===== src/rtl/stream_mux_pkg.sv =====
// Shared constants for the 2-to-1 stream multiplexer: source tags and the
// arbiter's reset value.
package stream_mux_pkg;

    localparam logic SEL_I0         = 1'b0;
    localparam logic SEL_I1         = 1'b1;
    // Starting with source 1 as "last served" lets source 0 win the first contention.
    localparam logic RST_LAST_GRANT = 1'b1;

endpackage


===== src/rtl/stream_mux_2to1_arbiter.sv =====
// Two-requester arbiter for stream_mux_2to1: round-robin by default,
// fixed priority to requester 0 when STREAM_MUX_FIXED_PRIO_EN is defined.
module rr_arbiter_2
    import stream_mux_pkg::*;
(
    input  logic       clk,
    input  logic       rst_n,
    input  logic [1:0] req,
    input  logic       advance,
    output logic       grant,
    output logic       grant_valid
);

`ifdef STREAM_MUX_FIXED_PRIO_EN

    always_comb begin
        grant_valid = |req;
        grant       = req[0] ? SEL_I0 : SEL_I1;
    end

`else

    logic last_grant;

    // Remember who was served only when a transfer actually happened,
    // so a stalled output does not rotate the priority.
    always_ff @(posedge clk or negedge rst_n) begin
        if (!rst_n) begin
            last_grant <= RST_LAST_GRANT;
        end else if (advance) begin
            last_grant <= grant;
        end
    end

    always_comb begin
        grant_valid = |req;
        grant       = SEL_I0;
        case (req)
            2'b01:   grant = SEL_I0;
            2'b10:   grant = SEL_I1;
            2'b11:   grant = ~last_grant;
            default: grant = SEL_I0;
        endcase
    end

`endif

endmodule


===== src/rtl/stream_mux_2to1.sv =====
// Merges two valid/ready streams into one registered output stage tagged with
// its source. STREAM_MUX_FIXED_PRIO_EN selects fixed priority instead of round-robin.
module stream_mux_2to1
    import stream_mux_pkg::*;
#(
    parameter int DATA_W = 8
) (
    input  logic              clk,
    input  logic              rst_n,
    input  logic [DATA_W-1:0] i0_data,
    input  logic              i0_valid,
    output logic              i0_ready,
    input  logic [DATA_W-1:0] i1_data,
    input  logic              i1_valid,
    output logic              i1_ready,
    output logic [DATA_W-1:0] out_data,
    output logic              out_valid,
    input  logic              out_ready,
    output logic              out_sel
);

    logic load_en;
    logic grant;
    logic grant_valid;
    logic accept;

    rr_arbiter_2 u_arb (
        .clk         (clk),
        .rst_n       (rst_n),
        .req         ({i1_valid, i0_valid}),
        .advance     (accept),
        .grant       (grant),
        .grant_valid (grant_valid)
    );

    // Readies are gated by rst_n so nothing is accepted while reset is held.
    always_comb begin
        load_en  = ~out_valid | out_ready;
        i0_ready = rst_n & load_en & grant_valid & (grant == SEL_I0) & i0_valid;
        i1_ready = rst_n & load_en & grant_valid & (grant == SEL_I1) & i1_valid;
        accept   = i0_ready | i1_ready;
    end

    always_ff @(posedge clk or negedge rst_n) begin
        if (!rst_n) begin
            out_data  <= '0;
            out_sel   <= SEL_I0;
            out_valid <= 1'b0;
        end else if (load_en) begin
            if (accept) begin
                out_data  <= (grant == SEL_I1) ? i1_data : i0_data;
                out_sel   <= grant;
                out_valid <= 1'b1;
            end else begin
                out_valid <= 1'b0;
            end
        end
    end

endmodule

===== config.mk =====
export PLATFORM = sky130hd
export DESIGN_NAME = stream_mux_2to1
export DESIGN_NICKNAME = d
export VERILOG_FILES = /design/src/rtl/stream_mux_pkg.sv /design/src/rtl/stream_mux_2to1_arbiter.sv /design/src/rtl/stream_mux_2to1.sv
export SDC_FILE = /design/constraint.sdc
export NUM_CORES = 1
export LEC_CHECK = 0
export CAP_MARGIN = 20
export CORE_MARGIN = 2
export CORE_UTILIZATION = 36
export DETAILED_ROUTE_END_ITERATION = 16
export GPL_ROUTABILITY_DRIVEN = 0
export MAX_ROUTING_LAYER = met4
export PLACE_DENSITY = 0.77
export SYNTH_ARGS = -nofsm -noshare
export SYNTH_HDL_FRONTEND = slang
export SYNTH_SLANG_ARGS = --single-unit

===== constraint.sdc =====
create_clock -name clk -period 1.5 [get_ports clk]
set_input_delay 0.225 -clock clk [delete_from_list [all_inputs] [get_ports clk]]
set_output_delay 0.225 -clock clk [all_outputs]
set_load 0.005 [all_outputs]

==> results.yml, run 1 <==
outcome:
  status: "finished, final reports clean"
synthesis:
  yosysWarnings: 0
  syn_area_per_cell_sq_um: 12.48
  netlist.top_cell.by_area: "dfrtp_1"
  syn-instance-count: 45
  netlist-cell-type-count: 20
  yosysTopAreaCellShare_pct: 44.54
  syn_area_sq_um: 561.8
  synth_nets: 66
  synth_area_leaders: "dfrtp_1, a2bb2oi_1, o32ai_1"
  seq_area_frac_synth_pct: 49.22
  synth-seq-cells: 11
cts:
  insertion_delay_ns: 0.26
  clockRootBuffer: "clkbuf_4"
  cts.clk_slew.worst_paths_ns: 0.07
  cts_hold_buf: 0
  htreeDepth: 1
  cts.path.max_buffers: 2
  post_cts_buffers: 0
  cts.sinks: 11
  cts_tree: "done"
  cts_buffers: 3
worst_setup_path:
  cp.arrival_ns: 1.20
  cp_slowest_cell: "clkdlybuf4s50_1"
  timing.rr.end: "out_data[4]"
  path_cells: "buf_4 -> clkdlybuf4s50_1"
  timing.rr.start: "out_valid"
  worstRegToRegCells: 5
  crit_required_ns: 1.27
  endpoint_kind: "output pin"
  cp-start-kind: "flip-flop"
  max_stage_delay_ns: 0.43
  critPathKind: "flip-flop to output pin"
  rrSetupSlack_ns: 0.26
  crit_fanout: 2
floorplan:
  pin_count: 33
  fp.dieH_um: 43.51
  die_x_um: 43.51
  rows: 14
  design.core.area_sq_um: 1489
  start_util_pct: 37.73
  die_area_sq_um: 1893
sta:
  rsz0062_at_grt: "false"
  fin_crit_ns: 1.426
  clock-skew-final_ns: 0.0009835
  worst_pin_slew_ns: 0.2417
  finalCritPeriodShare_pct: 95.04
  finalMaxSlewViolations: 0
  slew_headroom_pct: 83.83
  hold_viol: 0
  finalSetupViolCount: 0
  fmax_mhz: 701.4
pwr:
  pwr_density_cell_nw_per_um2: 957.0
  ir_worst_vdd_mv: 0.4416
  power_uw: 981.9
  p_leak_nw: 0.4329
final_layout:
  mostFrequentLayoutCells: "clkdlybuf4s50_1, buf_4, dfrtp_1, o32ai_1, a2bb2oi_1"
  drive_gt1_share_pct: 30.11
  nets: 115
  areaGrowthSynthToFinish_pct: 82.63
  seq_area_sq_um: 276.5
  layout_commonest_cell: "clkdlybuf4s50_1"
  insertedDiodeCount: 0
  fillers: 120
  stdcell_count: 109
  multi_input_area_sq_um: 266.5
detailed_routing:
  drt_pass1_iterations: 4
  ant_nets: 0
  wl_per_cell_um: 15.46
  drc: 0
  vias: 601
  drt_wl_total_mm: 1.685
  vias_per_cell: 5.514
  drtIter0Drc: 4
global_route:
  globalRoute.totalOverflow: 0
  grtUsageTotal_pct: 20.77
  grt_max_degree: 14
  grt_pass1_vias: 642
  antenna_found_initial: 0
  grt_pass1_wl_mm: 2.829
placement:
  place_inst: 105
  dp_hpwl_mm: 1.268
  port_buffers: 32
flow_run:
  drv_cap: 0
min_path:
  hold_class: "input pin to async pin"
[repair_timing]
action,CTS,global route
endpoints found under the hold margin,0,0
setup endpoints to repair,2,1
gates resized for setup,11,2
[where the power goes]
| part | switching [mW] | total (mW) | internal (mW) |
|---|---|---|---|
| registers | 0.0384 | 0.398 | 0.360 |
| clock network | 0.0989 | 0.202 | 0.103 |
| logic | 0.130 | 0.382 | 0.252 |
[how the worst max path moves through the flow]
stage,start,to,depth (start not counted)
floorplan,u_arb.last_grant,out_sel,4
global placement,i0_valid,i0_ready,4
detailed placement,i0_valid,i0_ready,4
CTS,i1_valid,i1_ready,4
global route,u_arb.last_grant,i0_ready,3
finish,out_valid,out_valid,2
[sequential cells by signal, indices dropped and copies added (netlist names)]
signal and cells:
out_sel 1, out_valid 1, u_arb.last_grant 1, out_data 8
[cell usage after synthesis]
cell / count
a211o_1: 1
a21bo_1: 1
a21boi_0: 1
a2bb2oi_1: 8
a31oi_1: 2
buf_2: 1
buf_6: 1
clkinv_2: 1
dfrtp_1: 10
dfstp_2: 1
inv_2: 1
nor2_1: 1
nor2_2: 1
nor2b_1: 1
nor2b_4: 1
nor3_4: 2
nor4_1: 1
o21ai_0: 1
o32ai_1: 8
or2b_1: 1
[through the flow]
step                TNS [ns]  hold WS (ns)  utilization, %  setup slack, ns  instance area, sq um
detailed placement    -2.087        0.5099           67.40          -0.4136                  1003
finish                     0       0.07511           68.91          0.07433                  1026
CTS                        0       0.07753           68.74          0.04962                  1023
global placement      -1.818        0.4953           67.40          -0.4129                  1003
floorplan                  0      -0.07059               -           0.3230                 561.8
global route               0       0.09350           68.91          0.02307                  1026
[per-layer routing]
layer / GRT usage [%] / wire [um] / up-vias
met5: - / 0 / -
met4: 7.273 / 9 / 0
met3: 2.917 / 76 / 2
met2: 34.63 / 894 / 25
met1: 25.73 / 705 / 294
li1: - / - / 280
[layout make-up]
type | instances | share of cell area [%]
Multi-Input combinational cell | 30 | 25.98
Inverter | 2 | 0.8537
Tap cell | 16 | 1.951
Sequential cell | 11 | 26.95
Timing Repair Buffer | 46 | 41.71
Clock buffer | 4 | 2.561
[logic make-up (layout without fill, tap and decap cells)]
| group | count (synthesis) | in the layout | share of synthesized area (%) |
|---|---|---|---|
| buf+inv | 4 | 52 | 4.452 |
| simple gates | 8 | 8 | 13.59 |
| compound gates | 22 | 22 | 32.74 |
| flops | 11 | 11 | 49.22 |
[worst max-delay path: cells and delay by family, from the launching register on]
family | cells | cell delay [ns]
buffers and inverters | 2 | 0.56
DFF | 1 | 0.38
Power figures use the tool's default switching activity.
==> run 2: changes to the inputs <==
--- a/config.mk
+++ b/config.mk
@@ -10,6 +10,7 @@
 export CORE_UTILIZATION = 36
 export DETAILED_ROUTE_END_ITERATION = 16
 export GPL_ROUTABILITY_DRIVEN = 0
+export HOLD_SLACK_MARGIN = 0.1
 export MAX_ROUTING_LAYER = met4
 export PLACE_DENSITY = 0.77
 export SYNTH_ARGS = -nofsm -noshare
==> run 2 against run 1 <==
Via count grew 0.50%. Wire length grew 0.12%. Non-clock buffer count grew 1. Fmax is the same. Sequential share of layout area shrank 0.26 points. Final area grew 0.98%. Register-to-register slack is essentially flat. Highest routed layer unchanged. Largest power group unchanged. Die area is the same. Critical path depth is the same. Clock power is essentially flat.
==> results.yml, run 2 (synthesized netlist as in run 1, its figures left out) <==
worst_setup_path:
  rrSetupSlack_ns: 0.26
  cp.buffers_inverters: 2
  path_cells: "buf_4 -> clkdlybuf4s50_1"
  timing.rr.start: "out_valid"
  worstRegToRegCells: 5
  crit_fanout: 2
  endpoint_kind: "output pin"
  cp_top_family: "buffers and inverters"
  critPathLaunch: "out_valid"
  cp_slowest_cell: "clkdlybuf4s50_1"
  crit_required_ns: 1.27
  cp.arrival_ns: 1.20
  timing.rr.end: "out_data[4]"
  cp-start-kind: "flip-flop"
  max_stage_delay_ns: 0.43
  critPathKind: "flip-flop to output pin"
flow_run:
  drv_cap: 0
pwr:
  swShare_pct: 27.24
  power_uw: 983.8
  p_sw_uw: 268.0
  pwr-share-seq_pct: 40.5
  intPower_uw: 715.8
  p_clk_share_pct: 20.5
  p_leak_nw: 0.4370
  ir_worst_vdd_mv: 0.4416
  pwr-share-comb_pct: 39.0
  pwr_density_cell_nw_per_um2: 949.6
cts:
  cts.sinks: 11
  post_cts_buffers: 0
  insertion_delay_ns: 0.26
  cts_tree: "done"
  cts.path.max_buffers: 2
  cts.clk_slew.worst_paths_ns: 0.07
  cts_buffers: 3
  htreeDepth: 1
  clockRootBuffer: "clkbuf_4"
floorplan:
  rows: 14
  die_area_sq_um: 1893
  design.core.area_sq_um: 1489
  start_util_pct: 37.73
  fp.dieH_um: 43.51
  die_x_um: 43.51
  pin_count: 33
min_path:
  min_from: "i0_valid"
  hold_class: "input pin to flip-flop"
  whs_path_depth: 3
  holdPathEnd: "u_arb.last_grant"
sta:
  finalSetupViolCount: 0
  clock-skew-final_ns: 0.0009932
  slew_headroom_pct: 83.83
  hold_viol: 0
  finalCritPeriodShare_pct: 95.04
  fmax_mhz: 701.4
  fin_hold_ws_ns: 0.4265
  worst_pin_slew_ns: 0.2417
  finalMaxSlewViolations: 0
  fin_crit_ns: 1.426
  tns_ns: 0
  rsz0062_at_grt: "false"
detailed_routing:
  drt_pass1_iterations: 4
  wl_per_cell_um: 15.34
  vias: 604
  vias_per_cell: 5.491
  drt_wl_total_mm: 1.687
  ant_nets: 0
  drtIter0Drc: 4
  drc: 0
global_route:
  grt_max_degree: 14
  grt_pass1_wl_mm: 2.815
  grtUsageTotal_pct: 20.68
  antenna_found_initial: 0
  grt_pass1_vias: 640
  globalRoute.totalOverflow: 0
final_layout:
  fin_area_sq_um: 1036
  largest_reg_flops: 8
  areaGrowthSynthToFinish_pct: 84.41
  insertedDiodeCount: 0
  mostFrequentLayoutCells: "clkdlybuf4s50_1, buf_4, dfrtp_1, o32ai_1, a2bb2oi_1"
  layout_commonest_cell: "clkdlybuf4s50_1"
  nets: 116
  drive_gt1_share_pct: 29.79
  stdcell_count: 110
  largest-register: "out_data"
placement:
  port_buffers: 32
  place_inst: 105
  dp_hpwl_mm: 1.268
  dpl_cell_area_sq_um: 1003
outcome:
  status: "finished, final reports clean"
-- run 2: how the worst max path moves through the flow --
stage / end / slack [ns] / depth (start not counted)
detailed placement: i0_ready / -0.41 / 4
global placement: i0_ready / -0.41 / 4
global route: out_sel / 0.02 / 5
CTS: i1_ready / 0.05 / 4
finish: out_valid / 0.07 / 2
floorplan: out_sel / 0.32 / 4
-- run 2: per-layer routing --
metal / track usage, % / wire length [um] / up-vias
met2: 34.63 / 896 / 25
met4: 7.273 / 9 / 0
met1: 25.46 / 704 / 294
met5: - / 0 / -
met3: 2.917 / 77 / 2
li1: - / - / 283
-- run 2: repair_timing --
item / 4_1_cts / 5_1_grt
gates resized for setup: 11 / 2
hold buffers: 1 / 0
endpoints found under the hold margin: 10 / 0
setup endpoints to repair: 2 / 1
gates cloned: 0 / 0
pin swaps: 0 / 0
-- run 2: layout make-up --
cell class | instances | area (sq um)
clock buffers | 4 | 26.28
multi-input cells | 30 | 266.5
well taps | 16 | 20.02
fillers | 119 | 452.9
repair buffers | 47 | 437.9
flip-flops and latches | 11 | 276.5
inverters | 2 | 8.758
-- run 2: power groups by stage --
stage | Sequential, mW | Clock, mW | Combinational, mW
2_1_floorplan | 0.402 | 0 | 0.140
3_3_place_gp | 0.399 | 0 | 0.381
3_5_place_dp | 0.399 | 0 | 0.388
4_1_cts | 0.397 | 0.209 | 0.388
5_1_grt | 0.407 | 0.221 | 0.413
6_report | 0.398 | 0.202 | 0.384
-- run 2: metrics by stage --
| stage | worst slack, ns | utilization (%) |
|---|---|---|
| 2_1_floorplan | 0.3230 | - |
| 3_3_place_gp | -0.4129 | 67.40 |
| 3_5_place_dp | -0.4136 | 67.40 |
| 4_1_cts | 0.04962 | 69.41 |
| 5_1_grt | 0.02025 | 69.58 |
| 6_report | 0.07433 | 69.58 |
-- run 2: tightest hold or removal path: cells and delay by family --
kind / cells / cell delay, ns
AOI/OAI and AO/OA: 1 / 0.06
buffers and inverters: 2 / 0.40
